**config.mk**
```make
export PLATFORM = sky130hd
export DESIGN_NAME = timer_apb_regs
export DESIGN_NICKNAME = d
export VERILOG_FILES = /design/src/rtl/timer_apb_regs.sv
export SDC_FILE = /design/constraint.sdc
export NUM_CORES = 1
export LEC_CHECK = 0
export ABC_AREA = 1
export BUFFER_PORTS_ARGS = -buffer_cell sky130_fd_sc_hd__buf_2
export CAP_MARGIN = 25
export CORE_ASPECT_RATIO = 0.7
export CORE_MARGIN = 2
export CORE_UTILIZATION = 40
export DETAILED_ROUTE_END_ITERATION = 12
export PLACE_DENSITY = 0.62
export SYNTH_ARGS = -nofsm -noshare
export SYNTH_HDL_FRONTEND = slang
export SYNTH_SLANG_ARGS = --single-unit
```
**constraint.sdc**
```tcl
create_clock -name pclk -period 3.45 [get_ports pclk]
set_clock_uncertainty 0.15 [all_clocks]
set_input_delay 0.8625 -clock pclk [delete_from_list [all_inputs] [get_ports pclk]]
set_output_delay 0.8625 -clock pclk [all_outputs]
set_load 0.05 [all_outputs]
```
**src/rtl/timer_apb_regs.sv**
```systemverilog
// APB register file (TDR/TCR/TSR) feeding the 8-bit timer counter core.
// Define TIMER_APB_IRQ_EN to add TIER at 0x03 and the registered irq output.

module timer_apb_regs #(
    parameter int WAIT_STATES = 0,
    parameter int ADDR_W      = 8
) (
    input  logic              pclk,
    input  logic              preset,
    input  logic              psel,
    input  logic              penable,
    input  logic              pwrite,
    input  logic [ADDR_W-1:0] paddr,
    input  logic [7:0]        pwdata,
    output logic [7:0]        prdata,
    output logic              pready,
    output logic              pslverr,
    input  logic              ovf_set,
    input  logic              udf_set,
    output logic [7:0]        tdr_o,
    output logic              load_o,
    output logic              dw_o,
    output logic              en_o,
    output logic [1:0]        cks_o
`ifdef TIMER_APB_IRQ_EN
    ,
    output logic              irq
`endif
);

    localparam logic [ADDR_W-1:0] A_TDR = ADDR_W'(0);
    localparam logic [ADDR_W-1:0] A_TCR = ADDR_W'(1);
    localparam logic [ADDR_W-1:0] A_TSR = ADDR_W'(2);
`ifdef TIMER_APB_IRQ_EN
    localparam logic [ADDR_W-1:0] A_TIER = ADDR_W'(3);
    localparam logic [ADDR_W-1:0] A_MAX  = A_TIER;
`else
    localparam logic [ADDR_W-1:0] A_MAX  = A_TSR;
`endif
    localparam logic [7:0] TCR_MASK = 8'b1011_0011;
    localparam logic [2:0] WS       = 3'(WAIT_STATES);

    // WAIT covers the pready=0 access cycles, DONE is the single pready=1 cycle.
    typedef enum logic [1:0] {ST_IDLE, ST_WAIT, ST_DONE} state_t;

    state_t      state_q, state_d;
    logic [2:0]  cnt_q, cnt_d;
    logic [7:0]  tdr_q, tdr_d;
    logic [7:0]  tcr_q, tcr_d;
    logic [1:0]  tsr_q, tsr_d;
    logic [7:0]  prdata_q, prdata_d;
    logic        err_q, err_d;
    logic        addr_ok, wr_en;
    logic [7:0]  rd_mux;
`ifdef TIMER_APB_IRQ_EN
    logic [1:0]  tier_q, tier_d;
    logic        irq_q;
`endif

    always_ff @(posedge pclk or posedge preset) begin
        if (preset) begin
            state_q <= ST_IDLE;
            cnt_q   <= '0;
        end else begin
            state_q <= state_d;
            cnt_q   <= cnt_d;
        end
    end

    always_comb begin
        state_d = state_q;
        cnt_d   = cnt_q;
        case (state_q)
            ST_IDLE: begin
                // penable without a preceding setup cycle is ignored here
                if (psel && !penable) begin
                    if (WAIT_STATES == 0) begin
                        state_d = ST_DONE;
                    end else begin
                        state_d = ST_WAIT;
                        cnt_d   = WS;
                    end
                end
            end
            ST_WAIT: begin
                if (!psel) begin
                    state_d = ST_IDLE;
                    cnt_d   = '0;
                end else begin
                    cnt_d = cnt_q - 3'd1;
                    if (cnt_q == 3'd1) state_d = ST_DONE;
                end
            end
            ST_DONE: state_d = ST_IDLE;
            default: state_d = ST_IDLE;
        endcase
    end

    always_comb begin
        pready  = (state_q == ST_DONE);
        pslverr = (state_q == ST_DONE) && err_q;
        wr_en   = (state_q == ST_DONE) && psel && penable && pwrite && addr_ok;
    end

    assign addr_ok = (paddr <= A_MAX);

    always_comb begin
        rd_mux = 8'h00;
        if (paddr == A_TDR) rd_mux = tdr_q;
        if (paddr == A_TCR) rd_mux = tcr_q;
        if (paddr == A_TSR) rd_mux = {6'b0, tsr_q};
`ifdef TIMER_APB_IRQ_EN
        if (paddr == A_TIER) rd_mux = {6'b0, tier_q};
`endif
    end

    // Read data and error are captured on the edge that enters the pready cycle.
    always_comb begin
        prdata_d = prdata_q;
        err_d    = err_q;
        if (state_d == ST_DONE) begin
            prdata_d = rd_mux;
            err_d    = !addr_ok;
        end
    end

    always_comb begin
        tdr_d = tdr_q;
        tcr_d = tcr_q;
        tsr_d = tsr_q;
        if (wr_en && paddr == A_TDR) tdr_d = pwdata;
        if (wr_en && paddr == A_TCR) tcr_d = pwdata & TCR_MASK;
        if (wr_en && paddr == A_TSR) tsr_d = tsr_q & pwdata[1:0];
        // hardware set wins over a same-cycle software clear
        tsr_d = tsr_d | {udf_set, ovf_set};
    end

    always_ff @(posedge pclk or posedge preset) begin
        if (preset) begin
            tdr_q    <= '0;
            tcr_q    <= '0;
            tsr_q    <= '0;
            prdata_q <= '0;
            err_q    <= 1'b0;
        end else begin
            tdr_q    <= tdr_d;
            tcr_q    <= tcr_d;
            tsr_q    <= tsr_d;
            prdata_q <= prdata_d;
            err_q    <= err_d;
        end
    end

`ifdef TIMER_APB_IRQ_EN
    always_comb begin
        tier_d = tier_q;
        if (wr_en && paddr == A_TIER) tier_d = pwdata[1:0];
    end

    always_ff @(posedge pclk or posedge preset) begin
        if (preset) begin
            tier_q <= '0;
            irq_q  <= 1'b0;
        end else begin
            tier_q <= tier_d;
            irq_q  <= |(tsr_q & tier_q);
        end
    end

    assign irq = irq_q;
`endif

    assign prdata = prdata_q;
    assign tdr_o  = tdr_q;
    assign load_o = tcr_q[7];
    assign dw_o   = tcr_q[5];
    assign en_o   = tcr_q[4];
    assign cks_o  = tcr_q[1:0];

endmodule

```
# ---- Word level (Yosys, flattened, before mapping)
# Cells that the tools add are included.
dict set report word_totals {
  word_cells 39
  inputBits 23
  out_inout_bits 23
  register_bits 29
}
dict set report classes {
  add_sub_neg 1
  reduce_logical 13
  bitwise 2
  n_eq_ne 6
  muxes 9
  magnitude_cmp 1
}
# op n
set ops {}
lappend ops {{two-way mux 8 bit} 3}
lappend ops {{logical AND 1 bit} 9}
lappend ops {{== test 8 x 1 -> 1 bit (second input constant)} 1}
lappend ops {{== test 8 x 2 -> 1 bit (second input constant)} 1}
lappend ops {{less-or-equal comparator 8 x 2 -> 1 bit (second input constant)} 1}
lappend ops {{zero test 8 bit} 1}
lappend ops {{two-way mux 2 bit} 4}
lappend ops {{== test 2 bit (second input constant)} 2}
lappend ops {{one-hot mux 2 bit (2 select lines)} 1}
lappend ops {{== test 3 x 1 -> 1 bit (second input constant)} 1}
lappend ops {{two-way mux 3 bit} 1}
lappend ops {{subtractor 3 x 1 -> 3 bit (second input constant)} 1}
lappend ops {{AND 2 bit} 1}
lappend ops {{== test 2 x 1 -> 1 bit (second input constant)} 1}
lappend ops {{zero test 1 bit} 2}
lappend ops {{zero test 2 bit} 1}
lappend ops {{OR 2 bit} 1}

# ---- Depth between registers and ports, before layout
dict set report logic_depth {
  ltp_word 8
  ltp_mapped 9
  mapped_depth_nobuf 8
}

# ---- Worst setup path before layout
# OpenSTA, ideal clock, no wires.
dict set report synth_timing {
  kind {register -> output}
  from {register state_q[0]}
  to {output port pslverr}
  path_slack_ps 1234
  arrival_time_ps 1203
  n_path_buf 0
  required_time_ps 2438
  stages_incl_launch_ff 4
  path_cell_list {dfrtp_1 -> inv_2 -> nand2_1 -> nor2_1}
}
dict set report synth_via {
  elab_chain_cells 2
}
# element line
set synth_lines {}
lappend synth_lines {{from (decl)} 46} ;# state_t state_q, state_d;
lappend synth_lines {{from (signal assigned)} 65} ;# state_q <= state_d;
lappend synth_lines {{== test 2 bit} 101} ;# pslverr = (state_q == ST_DONE) && err_q;
lappend synth_lines {{logical AND 1 bit} 101}
lappend synth_lines {{to (decl)} 17} ;# output logic pslverr,
# No other way between the ends.

# ---- Final worst setup path
# Same ends and word-level chain as after synthesis.

==> impl_metrics.csv <==
group,metric,value,unit
sta,finalMaxSlewViolations,0,
status,outcome,"finished, final reports clean",
floorplan,fp.dieArea,4150,µm²
global_route,first_global_vias,1166,
global_route,gr-usage-met1,25.2,%
cells_and_area,area.growth.synth_to_final,23.9,%
floorplan,die_width,76.2,µm
synth,synthesis.yosys.warnings,0,
synth,seq_total_area_yosys,49.8,%
floorplan,number_of_standard_cell_rows_in_the_floorplan,18,
cells_and_area,finalNonFillerCells,277,
floorplan,fp.coreArea,3510,µm²
placed_design,hpwl,2.40,mm
clocking,sinks_on_the_clock_net,29,
synth,synthesis.area_per_instance,8.24,µm²
placed_design,place_inst,270,
critical_path,worst-setup-path-type,"flip-flop to primary output",
floorplan,initial_core_util,41.5,%
sta,min_period_over_period,64.5,%
synth,synth_cell_types,17,
cells_and_area,finalCoreUtilization,51.4,%
global_route,number_of_antenna_violations_at_the_first_check_in_global_routing,0,
routing,detail-route-antenna-nets,0,
synth,combinational_family_with_the_most_area_after_synthesis,"simple AND/OR/NAND/NOR gates",
global_route,grt_use_met3,6.27,%
cells_and_area,drive_gt1_share,30.4,%
synth,mappedNetlistArea,1460,µm²
synth,yosys_register_bits,29,
sta,worst-slew-pin-transition,0.398,ns
clocking,cts_htree_levels,2,
clocking,cts.repair.resized,0,
synth,synthesized_area_fraction_occupied_by_ao_oa_aoi_and_oai_cells,2.23,%
critical_path,timing.reg2reg.worst_path_depth,6,
synth,synth.mux.area_fraction,0,%
clocking,clkTransAtPathRegs,0.06,ns
cells_and_area,nets,252,
clocking,cts_hold_repair.buffers,0,
clocking,cts-root-to-sink-buffers,2,
routing,drtIter0Drc,62,
routing,drtPass1Iterations,4,
routing,wirelength,3.13,mm
synth,synth_nets,202,
clocking,cts-buffers-inserted,5,
clocking,clock_latency,0.27,ns
sta,setup_repair_after_global_routing_missed_its_margin,"false",
power,ir_worst_vdd,0.196,mV
cells_and_area,layout.cells.most_common_list,"59 x sky130_fd_sc_hd__nand2_1, 45 x sky130_fd_sc_hd__buf_2, 35 x sky130_fd_sc_hd__nand3_1",
synth,synth-xor-area-share,0.601,%
routing,routedWlPerCell,11.3,µm
power,finalPower,696,µW
critical_path,critPathMaxFanout,3,
global_route,grtUsageMet2,25.0,%
power,power-per-cell-area,386,nW/µm²
global_route,gr-max-usage-layer,"met1",
floorplan,die_h,54.5,µm
placed_design,placedInstanceArea,1720,µm²
sta,timing_hold_violations_final,0,
sta,setup_tns,0,ns
critical_path,regToRegSetupSlack,1.86,ns
cells_and_area,diodes,0,
sta,maxClockFrequency,450,MHz
critical_path,critical_path.startpoint_type,"flip-flop",
synth,netlist_instances,177,
floorplan,io_pins,46,
cells_and_area,non_filler_cell_area_final,1810,µm²
placed_design,io_buffer_count,45,
job,drv.max_cap_violation_count,0,
placed_design,gpl.final_weighted_congestion,0.761,
clocking,clock-root-buffer,"sky130_fd_sc_hd__clkbuf_8",
global_route,grt_pass1_wl,5.51,mm
global_route,maximum_number_of_pins_on_one_net_before_global_route_repair,30,
critical_path,critPathRequiredTime,2.44,ns
cells_and_area,mostFrequentLayoutCell,"sky130_fd_sc_hd__nand2_1",
sta,period_minus_slack,2.22,ns
worst_hold_path,worstHoldPathType,"flip-flop to flip-flop",
synth,yosys.area_share.simple,38.7,%
routing,post_drt_via_cell_ratio,4.57,
global_route,global_route.usage.total,17.6,%
sta,timing.slew.headroom,73.4,%
synth,synth_adder_area_share,1.72,%
power,total_leakage_power,1.06,nW
critical_path,critical_path_arrival,1.21,ns
critical_path,worst_r2r_startpoint,"state_q[0]$_DFF_PP0_",
routing,route.vias.total,1266,
critical_path,cp-startpoint,"state_q[0]$_DFF_PP0_",
critical_path,timing.rr.end,"tdr_o[5]$_DFFE_PP0P_",
routing,detail_route.drc_violations,0,
clocking,tritoncts_clock_tree,"yes",
global_route,grt_overflow,0,
clocking,buffer_count_from_post_cts_setup_fixing,0,
critical_path,cp_capture_point,"pslverr",
sta,setup_viol_count_final,0,
critical_path,cp_capture_type,"primary output",
## flip-flops by register name, indices dropped and copies added (netlist names)
name,count
state_q,2
tcr_q,5
tsr_q,2
cnt_q,3
tdr_o,8
err_q,1
prdata,8
## cells in the mapped netlist, drive strengths merged
library cell,n,share of area [%]
nor3,1,1.1
dfrtp,29,50
nand3,37,13
nor2,15,6.1
xnor2,1,0.60
buf,3,2.3
nand2,65,18
o22ai,2,0.86
o21ai,4,1.4
ha,2,1.7
inv,18,4.6
## worst min path at each step
stage	startpoint	to	cells after the start
4_1_cts	tdr_o[7]$_DFFE_PP0P_	tdr_o[7]$_DFFE_PP0P_	2
3_5_place_dp	tdr_o[7]$_DFFE_PP0P_	tdr_o[7]$_DFFE_PP0P_	2
2_1_floorplan	tsr_q[0]$_DFF_PP0_	tsr_q[0]$_DFF_PP0_	2
5_1_grt	prdata[6]$_DFFE_PP0N_	prdata[6]$_DFFE_PP0N_	2
6_report	tdr_o[7]$_DFFE_PP0P_	tdr_o[7]$_DFFE_PP0P_	2
3_3_place_gp	prdata[4]$_DFFE_PP0N_	prdata[4]$_DFFE_PP0N_	2
## stage by stage
| stage | worst slack, ns | hold WS (ns) |
|---|---|---|
| final | 1.23 | 0.348 |
| after detailed placement | 1.36 | 0.339 |
| after floorplan | 1.23 | 0.313 |
| after CTS | 1.20 | 0.354 |
| after global placement | 1.40 | 0.339 |
| after global routing | 1.12 | 0.376 |
## worst max-delay path, cell delays in order, from the launching register on
cell                      delay [ns]
sky130_fd_sc_hd__dfrtp_1        0.39
sky130_fd_sc_hd__inv_2          0.07
sky130_fd_sc_hd__nand2_1        0.11
sky130_fd_sc_hd__nor2_1         0.11
sky130_fd_sc_hd__buf_2          0.27
## cell type report
| cell class | count | area [µm²] |
|---|---|---|
| clock buffers | 7 | 86.3 |
| fillers | 361 | 1710 |
| inverters | 18 | 67.6 |
| multi-input cells | 127 | 631 |
| flip-flops and latches | 29 | 726 |
| well taps | 50 | 62.6 |
| repair buffers | 46 | 233 |
## layer usage
layer	wire length (µm)	vias to the layer above	share of wire (%)
met3	220	2	7.0
met5	0	-	0
li1	-	659	-
met2	1250	41	40
met1	1650	564	53
met4	7	0	0.22
## kinds of logic after synthesis
| logic type | Yosys count |
|---|---|
| flip-flops | 29 |
| buffers and inverters | 21 |
| XOR/XNOR | 1 |
| AND/OR/NAND/NOR | 118 |
| AO/OA/AOI/OAI | 6 |
| adder cells (fa/ha/maj) | 2 |
## power by group
group | leakage, nW | internal (mW) | switching [mW]
clock | 0.0443 | 0.158 | 0.117
combinational | 0.629 | 0.0237 | 0.0455
sequential | 0.385 | 0.348 | 0.00406
Power figures use the tool's default switching activity.
